==> src/rtl/ctrl_word_sequencer_pkg.sv <==
// ctrl_word_sequencer_pkg: shared sizes, state encoding and step-count helper
package ctrl_word_sequencer_pkg;
  localparam int WIDTH   = 15;
  localparam int DEPTH   = 8;
  localparam int DWELL_W = 16;
  localparam int IDX_W   = $clog2(DEPTH);
  localparam int STEPS_W = 4;
  typedef enum logic {IDLE = 1'b0, RUN = 1'b1} state_t;
  function automatic logic [STEPS_W-1:0] eff_steps(input logic [STEPS_W-1:0] n);
    return (n > STEPS_W'(DEPTH)) ? STEPS_W'(DEPTH) : n;
  endfunction
endpackage

==> src/rtl/ctrl_word_sequencer_if.sv <==
// ctrl_word_sequencer_if: config, control and status signals of the sequencer
interface ctrl_word_sequencer_if;
  import ctrl_word_sequencer_pkg::*;
  logic               cfg_we;
  logic [IDX_W-1:0]   cfg_addr;
  logic [WIDTH-1:0]   cfg_word;
  logic [DWELL_W-1:0] cfg_dwell;
  logic [STEPS_W-1:0] num_steps;
  logic               loop;
  logic               start;
  logic               abort;
  logic [WIDTH-1:0]   idle_word;
  logic [WIDTH-1:0]   ctrl_word;
  logic [IDX_W-1:0]   step_idx;
  logic               step_strobe;
  logic               busy;
  logic               done;
  modport master (
    output cfg_we, cfg_addr, cfg_word, cfg_dwell, num_steps, loop, start, abort, idle_word,
    input  ctrl_word, step_idx, step_strobe, busy, done
  );
  modport slave (
    input  cfg_we, cfg_addr, cfg_word, cfg_dwell, num_steps, loop, start, abort, idle_word,
    output ctrl_word, step_idx, step_strobe, busy, done
  );
endinterface

==> src/rtl/ctrl_word_sequencer_seq_table.sv <==
// seq_table: step table of control words and dwells, one write port, one async read port
module seq_table
  import ctrl_word_sequencer_pkg::*;
(
  input  logic               clk,
  input  logic               resetn,
  input  logic               i_we,
  input  logic [IDX_W-1:0]   i_waddr,
  input  logic [WIDTH-1:0]   i_wword,
  input  logic [DWELL_W-1:0] i_wdwell,
  input  logic [IDX_W-1:0]   i_raddr,
  output logic [WIDTH-1:0]   o_rword,
  output logic [DWELL_W-1:0] o_rdwell
);
  logic [WIDTH-1:0]   r_word  [DEPTH];
  logic [DWELL_W-1:0] r_dwell [DEPTH];
  // table write; reset clears every entry
  always_ff @(posedge clk or negedge resetn)
    if (!resetn) begin
      for (int i = 0; i < DEPTH; i++) begin
        r_word[i]  <= '0;
        r_dwell[i] <= '0;
      end
    end else if (i_we) begin
      r_word[i_waddr]  <= i_wword;
      r_dwell[i_waddr] <= i_wdwell;
    end
  assign o_rword  = r_word[i_raddr];
  assign o_rdwell = r_dwell[i_raddr];
endmodule

==> src/rtl/ctrl_word_sequencer.sv <==
// ctrl_word_sequencer: steps a control word through a table with per-step dwell
module ctrl_word_sequencer
  import ctrl_word_sequencer_pkg::*;
(
  input  logic                 clk,
  input  logic                 resetn,
  ctrl_word_sequencer_if.slave bus
);
  state_t             r_state, w_state_nxt;
  logic [DWELL_W-1:0] r_cnt;
  logic [STEPS_W-1:0] r_eff;
  logic               r_loop;
  logic [IDX_W-1:0]   r_idx, w_next_idx;
  logic [WIDTH-1:0]   r_ctrl, w_rword;
  logic [DWELL_W-1:0] w_rdwell;
  logic               r_strobe, r_busy, r_done;
  logic               w_load, w_done, w_last, w_final;

  seq_table u_table (
    .clk      (clk),
    .resetn   (resetn),
    .i_we     (bus.cfg_we),
    .i_waddr  (bus.cfg_addr),
    .i_wword  (bus.cfg_word),
    .i_wdwell (bus.cfg_dwell),
    .i_raddr  (w_next_idx),
    .o_rword  (w_rword),
    .o_rdwell (w_rdwell)
  );

  // a dwell of 0 or 1 both make the current cycle the last of the step
  assign w_last  = r_cnt <= DWELL_W'(1);
  assign w_final = STEPS_W'(r_idx) == r_eff - STEPS_W'(1);

  // next state, step-entry load and completion decision; abort outranks advance/done
  always_comb begin
    w_state_nxt = r_state;
    w_load      = 1'b0;
    w_next_idx  = '0;
    w_done      = 1'b0;
    if (r_state == IDLE) begin
      if (bus.start && !bus.abort && bus.num_steps != '0) begin
        w_state_nxt = RUN;
        w_load      = 1'b1;
      end
    end else if (bus.abort) begin
      w_state_nxt = IDLE;
    end else if (w_last) begin
      if (!w_final) begin
        w_load     = 1'b1;
        w_next_idx = r_idx + IDX_W'(1);
      end else if (r_loop) begin
        w_load = 1'b1;
      end else begin
        w_state_nxt = IDLE;
        w_done      = 1'b1;
      end
    end
  end

  // state register
  always_ff @(posedge clk or negedge resetn)
    if (!resetn) r_state <= IDLE;
    else         r_state <= w_state_nxt;

  // output, dwell counter and latched sequence parameters
  always_ff @(posedge clk or negedge resetn)
    if (!resetn) begin
      r_ctrl   <= '0;
      r_idx    <= '0;
      r_cnt    <= '0;
      r_strobe <= 1'b0;
      r_busy   <= 1'b0;
      r_done   <= 1'b0;
      r_eff    <= '0;
      r_loop   <= 1'b0;
    end else begin
      r_ctrl   <= w_load ? w_rword : (w_state_nxt == IDLE ? bus.idle_word : r_ctrl);
      r_idx    <= w_load ? w_next_idx : (w_state_nxt == IDLE ? '0 : r_idx);
      r_cnt    <= w_load ? w_rdwell : (r_cnt != '0 ? r_cnt - DWELL_W'(1) : '0);
      r_strobe <= w_load;
      r_busy   <= w_state_nxt == RUN;
      r_done   <= w_done;
      if (r_state == IDLE && w_load) begin
        r_eff  <= eff_steps(bus.num_steps);
        r_loop <= bus.loop;
      end
    end

  assign bus.ctrl_word   = r_ctrl;
  assign bus.step_idx    = r_idx;
  assign bus.step_strobe = r_strobe;
  assign bus.busy        = r_busy;
  assign bus.done        = r_done;
endmodule

==> src/flat_wrapper.sv <==
// flat-port wrapper written by rule: the top's interface ports become plain ports
module ctrl_word_sequencer_flat import ctrl_word_sequencer_pkg::*;
  (clk, resetn, bus_cfg_we, bus_cfg_addr, bus_cfg_word, bus_cfg_dwell, bus_num_steps, bus_loop, bus_start, bus_abort, bus_idle_word, bus_ctrl_word, bus_step_idx, bus_step_strobe, bus_busy, bus_done);
  ctrl_word_sequencer_if bus_i ();
  input  logic clk;
  input  logic resetn;
  input wire logic [$bits(bus_i.cfg_we)-1:0] bus_cfg_we;
  input wire logic [$bits(bus_i.cfg_addr)-1:0] bus_cfg_addr;
  input wire logic [$bits(bus_i.cfg_word)-1:0] bus_cfg_word;
  input wire logic [$bits(bus_i.cfg_dwell)-1:0] bus_cfg_dwell;
  input wire logic [$bits(bus_i.num_steps)-1:0] bus_num_steps;
  input wire logic [$bits(bus_i.loop)-1:0] bus_loop;
  input wire logic [$bits(bus_i.start)-1:0] bus_start;
  input wire logic [$bits(bus_i.abort)-1:0] bus_abort;
  input wire logic [$bits(bus_i.idle_word)-1:0] bus_idle_word;
  output wire logic [$bits(bus_i.ctrl_word)-1:0] bus_ctrl_word;
  output wire logic [$bits(bus_i.step_idx)-1:0] bus_step_idx;
  output wire logic [$bits(bus_i.step_strobe)-1:0] bus_step_strobe;
  output wire logic [$bits(bus_i.busy)-1:0] bus_busy;
  output wire logic [$bits(bus_i.done)-1:0] bus_done;
  assign bus_i.cfg_we = bus_cfg_we;
  assign bus_i.cfg_addr = bus_cfg_addr;
  assign bus_i.cfg_word = bus_cfg_word;
  assign bus_i.cfg_dwell = bus_cfg_dwell;
  assign bus_i.num_steps = bus_num_steps;
  assign bus_i.loop = bus_loop;
  assign bus_i.start = bus_start;
  assign bus_i.abort = bus_abort;
  assign bus_i.idle_word = bus_idle_word;
  assign bus_ctrl_word = bus_i.ctrl_word;
  assign bus_step_idx = bus_i.step_idx;
  assign bus_step_strobe = bus_i.step_strobe;
  assign bus_busy = bus_i.busy;
  assign bus_done = bus_i.done;
  ctrl_word_sequencer u_core (.clk(clk), .resetn(resetn), .bus(bus_i));
endmodule
==> config.mk <==
export PLATFORM = sky130hd
export DESIGN_NAME = ctrl_word_sequencer_flat
export DESIGN_NICKNAME = d
export VERILOG_FILES = /design/src/rtl/ctrl_word_sequencer_pkg.sv /design/src/rtl/ctrl_word_sequencer_if.sv /design/src/rtl/ctrl_word_sequencer_seq_table.sv /design/src/rtl/ctrl_word_sequencer.sv /design/src/flat_wrapper.sv
export SDC_FILE = /design/constraint.sdc
export NUM_CORES = 1
export LEC_CHECK = 0
export ABC_AREA = 0
export BUFFER_PORTS_ARGS = -buffer_cell sky130_fd_sc_hd__buf_4
export CORE_MARGIN = 2
export CORE_UTILIZATION = 60
export CTS_BUF_LIST = sky130_fd_sc_hd__clkbuf_8
export DETAILED_ROUTE_END_ITERATION = 8
export PLACE_DENSITY = 0.77
export SLEW_MARGIN = 10
export SYNTH_ARGS = -nofsm -noshare
export SYNTH_HDL_FRONTEND = slang
export SYNTH_SLANG_ARGS = --single-unit
==> constraint.sdc <==
create_clock -name clk -period 5.45 [get_ports clk]
set_clock_uncertainty 0.2 [all_clocks]
set_input_delay 0.545 -clock clk [delete_from_list [all_inputs] [get_ports clk]]
set_output_delay 0.545 -clock clk [all_outputs]
set_load 0.005 [all_outputs]
==> results of run 1 <==
[per-stage QoR]
stage | hold slack [ns] | setup slack (ns) | power, mW | cells | area, µm²
after detailed placement | 0.290 | 1.68 | 4.20 | 1368 | 14500
after CTS | 0.0147 | 1.69 | 6.10 | 1458 | 15500
after floorplan | 0.0494 | 2.51 | 3.79 | 1043 | 13600
after global routing | 0.0338 | 1.47 | 6.37 | 1458 | 15500
after global placement | 0.282 | 1.81 | 4.13 | 1368 | 14500
final | 0.0470 | 1.63 | 6.07 | 1458 | 15500
[how the worst max path moves through the flow]
| stage | end | cells past startpoint |
|---|---|---|
| detailed placement | u_core.bus.ctrl_word[14]$_DFFE_PN0P_ | 9 |
| global route | u_core.bus.ctrl_word[12]$_DFFE_PN0P_ | 8 |
| global placement | u_core.bus.ctrl_word[14]$_DFFE_PN0P_ | 9 |
| floorplan | u_core.r_cnt[10]$_DFF_PN0_ | 8 |
| CTS | u_core.bus.ctrl_word[14]$_DFFE_PN0P_ | 9 |
| finish | u_core.bus.ctrl_word[14]$_DFFE_PN0P_ | 8 |
[cell usage after synthesis, types with 4 or more instances]
cell	instances
or2_2	4
buf_1	15
ha_1	5
nor3_1	29
a32oi_1	14
inv_1	8
buf_2	9
nor2_1	41
nand2b_1	5
nor4_1	5
o31a_1	17
xnor2_1	8
o22ai_1	27
clkbuf_1	30
xor2_1	10
o2111ai_1	5
mux2_2	294
dfrtp_1	290
nand2_1	36
nor3b_1	4
o21ai_0	9
mux2i_1	67
o32ai_1	4
a211o_1	11
a21oi_1	36
nor2b_1	4
nand3_1	5
[layout make-up]
type | count | area (µm²) | share of cell area
repair buffers | 101 | 796 | 0.0512
clock inverters | 25 | 106 | 0.00685
clock buffers | 63 | 867 | 0.0558
inverters | 8 | 30.0 | 0.00193
flip-flops and latches | 290 | 7260 | 0.467
multi-input cells | 686 | 6120 | 0.394
well taps | 285 | 357 | 0.0230
[power by group through the flow]
stage | combinational [mW] | sequential (mW) | clock [mW]
final | 1.24 | 2.94 | 1.89
after global routing | 1.36 | 3.00 | 2.02
after CTS | 1.24 | 2.94 | 1.93
after detailed placement | 1.23 | 2.97 | 0
after global placement | 1.19 | 2.94 | 0
after floorplan | 0.902 | 2.89 | 0
[state kept, by name, summed over array words and instances (netlist names)]
register / count
u_core.bus.done: 1
u_core.u_table.r_word: 120
u_core.u_table.r_dwell: 128
u_core.bus.step_strobe: 1
u_core.bus.ctrl_word: 15
u_core.r_eff: 4
u_core.r_state: 1
u_core.r_cnt: 16
u_core.r_loop: 1
u_core.bus.step_idx: 3
[logic make-up (layout without fill, tap and decap cells)]
family	count (synthesis)	in the layout	synth area share
AO/OA/AOI/OAI	149	149	0.0800
XOR/XNOR	18	18	0.0116
multiplexers	361	361	0.292
adder cells (fa/ha/maj)	5	5	0.00459
buffers and inverters	67	197	0.0215
flip-flops	290	290	0.532
AND/OR/NAND/NOR	153	153	0.0578
[placed cells by master, fill, tap and decap left out, types with 3 or more instances in the layout]
cell type  instances
a211o_1           11
a21oi_1           35
a32oi_1           14
buf_4             96
clkbuf_8          63
clkinv_2           6
dfrtp_1          290
ha_1               5
inv_1             26
mux2_2           294
mux2i_1           67
nand2_1           36
nand2b_1           5
nand3_1            5
nand3b_1           3
nand4b_1           3
nor2_1            41
nor2b_1            4
nor3_1            27
nor4_1             5
o2111ai_1          5
o211ai_1           3
o21ai_0            8
o22ai_1           27
o31a_1            17
o32ai_1            4
or2_2              4
xnor2_1            8
xor2_1            10
[routing by layer]
layer | share of wire | GRT usage
met1 | 0.45 | 0.397
met2 | 0.46 | 0.427
met4 | 0.024 | 0.0992
met3 | 0.064 | 0.0552
met5 | 0 | 0
[what timing repair did]
| item | CTS | global route |
|---|---|---|
| endpoints found under the hold margin | 110 | 0 |
| endpoints found under the setup margin | 0 | 0 |
| hold buffers | 2 | 0 |
==> impl_metrics.yaml, run 1 <==
global_route:
  overflow: 0
  grt_pass1_wl_um: 51800
  grt_usage: 0.278
  antenna_found_initial: 0
  grt_max_degree: 130
  grt_pass1_vias: 9287
cts:
  cts_buffer_depth: 3
  cts_root_buf: "clkbuf_8"
  cts_tree: "built"
  cts_setup_buffers: 0
  cts_buffers: 49
  clkSinkCount: 290
  post_cts_resized: 0
  h-tree-depth: 2
  clk_latency_ns: 0.56
  cts.reportedPaths.clkPinSlew_ns: 0.06
finish:
  diodes: 0
  n_fill_cell: 1615
  drive_above_1_share: 0.414
  postLayoutCoreUtil: 0.690
  area_growth_pct: 14.0
  nets: 1200
worst_setup_path:
  path_cells: "inv_1 -> ha_1 -> xnor2_1 -> o211ai_1 -> nor4_1 -> nor3_4 -> a32oi_1 -> a21oi_1"
  end_kind: "flop"
  critPathArrivalTime_ns: 4.10
  crit_fanout: 19
  r2r-start: "u_core.r_eff[0]$_DFFE_PN0P_"
  timing.reg2reg.setup_slack_ns: 1.63
  r2r_end: "u_core.bus.ctrl_word[14]$_DFFE_PN0P_"
  slowest_delay_ns: 0.99
  slowest_stage: "nor3_4"
  cp-startpoint: "u_core.r_eff[0]$_DFFE_PN0P_"
  rr_worst_depth: 8
  cp-start-kind: "flop"
  crit_family: "compound AO/OA/AOI/OAI gates"
  critPathBufInv: 1
  critPathRequiredTime_ns: 5.73
  path_class: "flop to flop"
pwr:
  peakVddDrop_mv: 0.215
  powerDensity_nw_per_um2: 391
  pwr-share-comb: 0.204
  net-switching-power_mw: 1.71
  p_leak_nw: 6.86
  p_int_mw: 4.36
  seqPwrFrac: 0.485
  sw_frac_of_total: 0.281
  clockPowerShare: 0.311
min_path:
  hold_end: "u_core.r_eff[3]$_DFFE_PN0P_"
  worstHoldStart: "bus_num_steps[3]"
  hold_depth: 2
  hold_path.class: "input pin to flop"
sta:
  slew_violations: 0
  tightestPinTransition_ns: 1.14
  finalSetupViolCount: 0
  final.period_utilization: 0.701
  slew_headroom: 0.240
  period_minus_slack_ns: 3.82
  fmax_mhz: 262
  setup_tns_ns: 0
  hold_violations: 0
  rsz0062_at_grt: "no"
yosys:
  synth_edf_count: 0
  yosysWarnings: 0
  synthDistinctLibCells: 60
  ys.flop_type: "dfrtp_1"
  netlist_instances: 1043
  synth_area_um2: 13600
  synth_nets: 1107
  ys_async_sr_fraction: 1.00
  synth.area.top_cells: "dfrtp_1, mux2_2, mux2i_1"
  avgSynthCellArea_um2: 13.1
  synth_top_cell_by_area: "dfrtp_1"
  synth_seq_cells: 290
  yosysTopAreaCellShare: 0.532
  seq_area_frac_synth: 0.532
route:
  post-route-drc-count: 0
  routedWlPerCell_um: 22.3
  vias: 9105
  viasPerCell: 6.24
  wl_um: 32600
  drtAntennaViolNets: 0
  drt_iter0_markers: 604
  firstDrtPassIters: 5
place:
  io_buffers: 79
  gp_congestion: 0.866
  dp_hpwl_um: 19300
die:
  fp-row-count: 55
  start_util: 0.606
  num_io_pins: 80
  die_x_um: 155
  die_area_um2: 23900
  die_y_um: 155
  core_um2: 22500
outcome:
  status: "complete, no violations"
job:
  cap_violations: 0
Power figures use the tool's default switching activity.
==> run 2: changes to the inputs <==
--- a/config.mk
+++ b/config.mk
@@ -8,10 +8,10 @@
 export ABC_AREA = 0
 export BUFFER_PORTS_ARGS = -buffer_cell sky130_fd_sc_hd__buf_4
 export CORE_MARGIN = 2
-export CORE_UTILIZATION = 60
+export CORE_UTILIZATION = 57
 export CTS_BUF_LIST = sky130_fd_sc_hd__clkbuf_8
 export DETAILED_ROUTE_END_ITERATION = 8
-export PLACE_DENSITY = 0.77
+export PLACE_DENSITY = 0.76
 export SLEW_MARGIN = 10
 export SYNTH_ARGS = -nofsm -noshare
 export SYNTH_HDL_FRONTEND = slang
==> constraint.sdc (replaced) <==
create_clock -name clk -period 3.15 [get_ports clk]
set_clock_uncertainty 0.2 [all_clocks]
set_input_delay 0.315 -clock clk [delete_from_list [all_inputs] [get_ports clk]]
set_output_delay 0.315 -clock clk [all_outputs]
set_load 0.005 [all_outputs]
==> run 2 against run 1 <==
  * Critical path depth shrank 1
  * Register-to-register slack lost 1.5 ns
  * Clock-buffer cell count grew 8
  * Fmax grew 25%
  * Cell count grew 8.5%
  * Critical path type unchanged
  * Critical endpoint is now u_core.r_cnt[3]$_DFF_PN0_
==> impl_metrics.yaml, run 2 (synthesis results as in run 1) <==
worst_setup_path:
  end_kind: "flop"
  crit_fanout: 17
  cp-startpoint: "u_core.r_cnt[6]$_DFF_PN0_"
  path_cells: "or4_4 -> nor4_4 -> o2111a_1 -> buf_12 -> mux2i_1 -> mux2i_1 -> a221o_1"
  setup.worst_path.end: "u_core.r_cnt[3]$_DFF_PN0_"
  slowest_delay_ns: 0.59
  critPathRequiredTime_ns: 3.39
  slowest_stage: "or4_4"
  critPathArrivalTime_ns: 3.30
  r2r_end: "u_core.r_cnt[3]$_DFF_PN0_"
  rr_worst_depth: 7
  timing.reg2reg.setup_slack_ns: 0.1
  r2r-start: "u_core.r_cnt[6]$_DFF_PN0_"
  cp-start-kind: "flop"
  cp_common_cell: "mux2i_1"
  path_class: "flop to flop"
route:
  wl_um: 34100
  viasPerCell: 6.00
  post-route-drc-count: 0
  drt_iter0_markers: 627
  drtAntennaViolNets: 0
  routedWlPerCell_um: 21.6
  firstDrtPassIters: 5
  vias: 9496
cts:
  clkSinkCount: 290
  h-tree-depth: 2
  clk_latency_ns: 0.56
  cts_buffer_depth: 3
  cts_tree: "built"
  cts_buffers: 49
  cts.reportedPaths.clkPinSlew_ns: 0.06
  cts_root_buf: "clkbuf_8"
finish:
  design_area_um2: 16600
  multi_input_area_um2: 6140
  area_growth_pct: 21.6
  largest_register: "u_core.u_table.r_dwell"
  n_fill_cell: 1605
  largest_register_ffs: 128
  layout_common_cells: "mux2_2, dfrtp_1, buf_4"
  postLayoutCoreUtil: 0.706
  nets: 1288
  final-seq-area_um2: 7260
  drive_above_1_share: 0.420
  largestRegisters: "u_core.u_table.r_dwell (128), u_core.u_table.r_word (120), u_core.r_cnt (16)"
  final_common_cell: "mux2_2"
sta:
  slew_violations: 0
  final.period_utilization: 0.970
  tightestPinTransition_ns: 0.859
  rsz0062_at_grt: "no"
  finalSetupViolCount: 0
  period_minus_slack_ns: 3.05
  slew_headroom: 0.423
  setup_tns_ns: 0
  hold_violations: 0
  fmax_mhz: 327
global_route:
  grt_pass1_wl_um: 54100
  grt_use_met3: 0.0465
  grt.met1_usage: 0.399
  antenna_found_initial: 1
  grt_usage: 0.280
  grtUsageMet2: 0.444
  busiest_layer: "met2"
  overflow: 0
  grt_pass1_vias: 9819
  grt_max_degree: 89
die:
  die_x_um: 159
  die_y_um: 159
  fp-row-count: 56
  core_um2: 23500
  die_area_um2: 25200
  start_util: 0.581
  num_io_pins: 80
pwr:
  p_leak_nw: 7.30
  peakVddDrop_mv: 0.298
  power_mw: 11.0
  powerDensity_nw_per_um2: 661
place:
  dpl_cell_area_um2: 14900
  dp_hpwl_um: 20800
  io_buffers: 79
  gp_congestion: 0.935
job:
  cap_violations: 0
min_path:
  hold_path.class: "input pin to flop"
outcome:
  status: "complete, no violations"
## run 2: cell types whose count changed in the layout (fill, tap and decap cells not counted), sizes merged
| cell | previous run | this run |
|---|---|---|
| bufinv | 0 | 1 |
| clkbuf | 63 | 71 |
| inv | 27 | 19 |
| buf | 99 | 133 |
| dlygate4sd3 | 2 | 56 |
| diode | 0 | 1 |
## run 2: through the flow
step	hold WS (ns)	setup slack, ns	cells
3_3_place_gp	0.177	0.183	1432
5_1_grt	0.0923	0.00249	1582
2_1_floorplan	-0.181	0.209	1043
4_1_cts	0.00469	0.0924	1577
3_5_place_dp	0.180	0.111	1432
6_report	0.0341	0.0954	1582
## run 2: worst min-delay path by stage
stage / from / endpoint / cells past startpoint
finish: bus_abort / u_core.r_state$_DFF_PN0_ / 4
global route: bus_abort / u_core.r_state$_DFF_PN0_ / 4
CTS: bus_abort / u_core.r_state$_DFF_PN0_ / 4
detailed placement: resetn / u_core.u_table.r_dwell[89]$_DFFE_PN0P_ / 1
global placement: resetn / u_core.u_table.r_dwell[73]$_DFFE_PN0P_ / 1
floorplan: resetn / u_core.bus.ctrl_word[0]$_DFFE_PN0P_ / 0
## run 2: layer usage
layer	share of wire	vias up	wire length, µm
met5	0	-	0
met4	0.019	0	647
met3	0.054	62	1830
met2	0.47	307	16100
met1	0.46	4867	15500
li1	-	4260	-
## run 2: layout make-up
type | count | area share
diodes | 1 | 0.000151
clock inverters | 18 | 0.00642
inverters | 8 | 0.00181
clock buffers | 71 | 0.0590
flip-flops and latches | 290 | 0.438
well taps | 319 | 0.0241
multi-input cells | 686 | 0.371
repair buffers | 189 | 0.0998
## run 2: power by group
group / total (mW) / internal, mW / leakage [nW] / switching, mW
logic: 2.27 / 1.27 / 3.20 / 1.00
registers: 5.12 / 4.58 / 3.50 / 0.537
clock network: 3.57 / 2.07 / 0.606 / 1.49
## run 2: what timing repair did
action | CTS | global route
resized for setup | 0 | 3
endpoints found under the setup margin | 0 | 23
endpoints found under the hold margin | 349 | 0
hold buffers | 56 | 0
setup buffers | 0 | 4
## run 2: critical path: cells and delay by family, from the launching register on
kind	cells	cell delay (ns)
compound gates	2	0.72
buf+inv	1	0.21
simple gates	2	1.03
flops	1	0.43
mux	2	0.35
